$ cat src/rtl/tx_data_buffer.sv
// rtl/tx_data_buffer.sv - byte FIFO between host writes and usb_tx reads, first-word fall-through head.
// Occupancy is the single source of truth for full/empty; pointers wrap naturally at power-of-two DEPTH.
module tx_data_buffer #(
    parameter int DEPTH = 64
) (
    input  logic       clk,
    input  logic       n_rst,
    input  logic       store_tx_data,
    input  logic [7:0] tx_data,
    input  logic       get_tx_packet_data,
    input  logic       clear,
    output logic [7:0] tx_packet_data,
    output logic [6:0] buffer_occupancy,
    output logic       full,
    output logic       empty,
    output logic       overflow_err,
    output logic       underflow_err
);

    localparam int         AW      = $clog2(DEPTH);
    localparam logic [6:0] DEPTH_V = 7'(DEPTH);

    logic [7:0]    r_mem [DEPTH];
    logic [AW-1:0] r_wptr;
    logic [AW-1:0] r_rptr;
    logic [6:0]    r_occ;
    logic          r_ovf;
    logic          r_unf;

    logic w_full;
    logic w_empty;
    logic w_push;
    logic w_pop;

    assign w_full  = (r_occ == DEPTH_V);
    assign w_empty = (r_occ == 7'd0);
    // A pop on a full buffer frees the slot the simultaneous write lands in.
    assign w_push  = store_tx_data & (~w_full | get_tx_packet_data);
    assign w_pop   = get_tx_packet_data & ~w_empty;

    always_ff @(posedge clk) begin
        if (w_push && !clear) begin
            r_mem[r_wptr] <= tx_data;
        end
    end

    always_ff @(posedge clk or negedge n_rst) begin
        if (!n_rst) begin
            r_wptr <= '0;
            r_rptr <= '0;
            r_occ  <= 7'd0;
            r_ovf  <= 1'b0;
            r_unf  <= 1'b0;
        end else if (clear) begin
            r_wptr <= '0;
            r_rptr <= '0;
            r_occ  <= 7'd0;
            r_ovf  <= 1'b0;
            r_unf  <= 1'b0;
        end else begin
            if (w_push) begin
                r_wptr <= r_wptr + AW'(1);
            end
            if (w_pop) begin
                r_rptr <= r_rptr + AW'(1);
            end
            if (w_push && !w_pop) begin
                r_occ <= r_occ + 7'd1;
            end else if (w_pop && !w_push) begin
                r_occ <= r_occ - 7'd1;
            end
            if (store_tx_data && w_full && !get_tx_packet_data) begin
                r_ovf <= 1'b1;
            end
            if (get_tx_packet_data && w_empty) begin
                r_unf <= 1'b1;
            end
        end
    end

    assign tx_packet_data   = w_empty ? 8'h00 : r_mem[r_rptr];
    assign buffer_occupancy = r_occ;
    assign full             = w_full;
    assign empty            = w_empty;
    assign overflow_err     = r_ovf;
    assign underflow_err    = r_unf;

endmodule

$ cat config.mk
export PLATFORM = sky130hd
export DESIGN_NAME = tx_data_buffer
export DESIGN_NICKNAME = d
export VERILOG_FILES = /design/src/rtl/tx_data_buffer.sv
export SDC_FILE = /design/constraint.sdc
export NUM_CORES = 1
export LEC_CHECK = 0
export BUFFER_PORTS_ARGS = -buffer_cell sky130_fd_sc_hd__buf_2
export CAP_MARGIN = 20
export CORE_MARGIN = 2
export CORE_UTILIZATION = 49
export DETAILED_ROUTE_END_ITERATION = 16
export GPL_TIMING_DRIVEN = 0
export HOLD_SLACK_MARGIN = 0.03
export PLACE_DENSITY = 0.7
export REMOVE_ABC_BUFFERS = 1
export SLEW_MARGIN = 25
export SYNTH_ARGS = -nofsm -noshare
export SYNTH_HDL_FRONTEND = slang
export SYNTH_SLANG_ARGS = --single-unit
$ cat constraint.sdc
create_clock -name clk -period 5.9 [get_ports clk]
set_clock_uncertainty 0.2 [all_clocks]
set_input_delay 0.885 -clock clk [delete_from_list [all_inputs] [get_ports clk]]
set_output_delay 0.885 -clock clk [all_outputs]
set_load 0.03 [all_outputs]
==> out/metrics.csv <==
metric;value;unit
place_hpwl;25900;um
fmax;203.8;MHz
num_rows;76;
synth_area_leaders;edfxtp_1, mux4_2, dfrtp_1;
firstDrtPassIters;7;
wl;43880;um
vias_per_cell;5.998;
path_class;flip-flop to output port;
clkTransAtPathRegs;0.06;ns
cts_setup_buffers;0;
cts-htree-levels;2;
syn_avg_cell_area;20.03;sq um
finalPower;0.009032;W
place.gp.congestion;0.8917;
synthCells;1059;
yosysTopAreaCell;edfxtp_1;
core;0.04289;sq mm
synth_most_common_cell;edfxtp_1;
ff_latch_area;0.01591;sq mm
hold_ws;0.07904;ns
area_growth;11.49;%
p_leak;7.322;nW
fin_crit_sh;0.8315;
slowest_delay;0.79;ns
slowest_stage;dfrtp_4;
cts.path.max_buffers;3;
report.final.hold_viol_count;0;
via_count;10251;
drt_iter0_drc;928;
grt_max_degree;65;
status;completed;
io_buffers;31;
grt_pass1_wl;65810;um
first_global_vias;10272;
yosys_warnings;0;
cts_resized;0;
cp-start-kind;flip-flop;
ir_worst_vdd;283.1;uV
synth_seq_cells;533;
antenna_found_initial;1;
grt_remaining_overflow;0;
slew_headroom;0.3406;
ys_top_cells_by_count;edfxtp_1, mux4_2, nor2_1, clkbuf_1, a21oi_1;
syn_area;0.02121;sq mm
finalCriticalPeriod;4.906;ns
die_w;212.0;um
fillers;3203;
synth_cell_types;53;
cp.required;4.82;ns
setup_tns;0;ns
ios;32;
crit_family;compound AO/OA/AOI/OAI gates;
seq_area_frac_synth;0.7497;
setup_viol;0;
rsz0062_at_grt;no;
drv_cap;0;
hold_class;input pin to async pin;
die_y;212.0;um
placed_cell_area;0.02197;sq mm
cp_max_fo;33;
design_area;0.02365;sq mm
synthFlopType;edfxtp_1;
cts_buffers;51;
cts.sinks;533;
drc_errors;0;
wl_per_cell;25.68;um
worstPathCellList;buf_16 > mux4_1 > nor2b_1 > a211oi_1 > a21oi_1 > o21ai_1 > o221ai_1 > buf_2;
async_flop_share;0.03940;
drive_above_1_share;0.2297;
nNetsFinal;1104;
end_kind;output port;
cts_hold_buf;0;
worst_pin_slew;0.9855;ns
cts_root_buf;clkbuf_16;
drv_slew;0;
path_buf_inv;2;
start_util;0.4945;
cts_tree;built;
crit_arrival;3.82;ns
grt_usage;0.2015;
multi_input_area;0.004947;sq mm
clk_latency;0.58;ns
synth_edf_count;512;
netlist.area_leader.share;0.7249;
p_per_area;381.9;mW/mm^2
die_area;0.04496;sq mm
ant_nets;0;
[metrics by stage]
| step | utilization | worst slack, ns | std cells |
|---|---|---|---|
| finish | 0.5514 | 0.9941 | 1709 |
| floorplan | - | -1.759 | 988 |
| CTS | 0.5510 | 0.8600 | 1708 |
| detailed placement | 0.5122 | 1.503 | 1614 |
| global route | 0.5513 | 0.7152 | 1708 |
| global placement | 0.5065 | -4.537 | 1604 |
[final cells by class]
cell class              count  area share
clock inverters            29     0.01196
repair buffers             41     0.01566
clock buffers              65     0.05836
well taps                 585     0.03095
multi-input cells         450      0.2092
diodes                      1   0.0001058
flip-flops and latches    533      0.6729
inverters                   5   0.0007937
[worst paths after layout]
check,from,end,slack [ns],cells after the start
min in group clk,overflow_err,overflow_err,0.30,2
min reg2reg,overflow_err,overflow_err,0.30,2
max,r_rptr[0],tx_packet_data[0],0.99,8
max reg2reg,buffer_occupancy[0],buffer_occupancy[6],2.17,10
min,n_rst,buffer_occupancy[2],0.08,1
max in group asynchronous,n_rst,r_rptr[1],5.02,1
[logic make-up after synthesis]
group / Yosys count / synth area share
DFF: 533 / 0.7497
and+or+nand+nor: 178 / 0.04017
muxes: 142 / 0.1444
AOI/OAI and AO/OA: 110 / 0.03705
buffers and inverters: 76 / 0.01847
xor gates and xnor gates: 11 / 0.004542
adders and majority gates: 9 / 0.005664
[layout by cell type (no fill, tap or decap), types with 4 or more instances in the layout]
master,n
a22o_1,12
xnor2_1,4
buf_2,25
buf_16,4
clkinv_2,11
a21oi_1,24
a221oi_1,9
clkinv_1,9
clkbuf_1,10
nand2_1,22
bufinv_16,5
xor2_1,7
nor2b_1,9
o21ai_0,8
mux4_2,119
mux4_1,9
nand3_1,8
mux2i_1,9
or3_1,15
nand4_1,4
nand3b_1,8
ha_1,8
clkbuf_16,52
edfxtp_1,512
inv_1,5
dfrtp_1,17
nor2_1,88
buf_4,8
a22oi_1,18
o31ai_1,6
mux2_2,5
o22ai_1,6
a211oi_1,6
[metal layers]
layer,global-route usage,part of all wire
met1,0.2824,0.41
met2,0.3226,0.49
met3,0.04239,0.070
met4,0.06022,0.027
met5,0,0
[registers in the layout (all words and copies together), names as in the netlist]
register	cells
r_wptr	6
underflow_err	1
r_mem	512
buffer_occupancy	7
overflow_err	1
r_rptr	6
[worst reg2reg max path: cells and delay by family (launching register included)]
| family | cells | cell delay (ns) |
|---|---|---|
| adders and majority gates | 1 | 0.45 |
| AOI/OAI and AO/OA | 5 | 1.22 |
| DFF | 1 | 0.45 |
| and+or+nand+nor | 4 | 1.33 |
[where the power goes]
| group | switching [W] | internal (W) | total, W |
|---|---|---|---|
| sequential | 0.000112 | 0.00418 | 0.00429 |
| combinational | 0.000787 | 0.000697 | 0.00148 |
| clock | 0.00138 | 0.00187 | 0.00325 |
| total | 0.00228 | 0.00675 | 0.00903 |
Note: power is estimated with default switching activity, not from simulation.
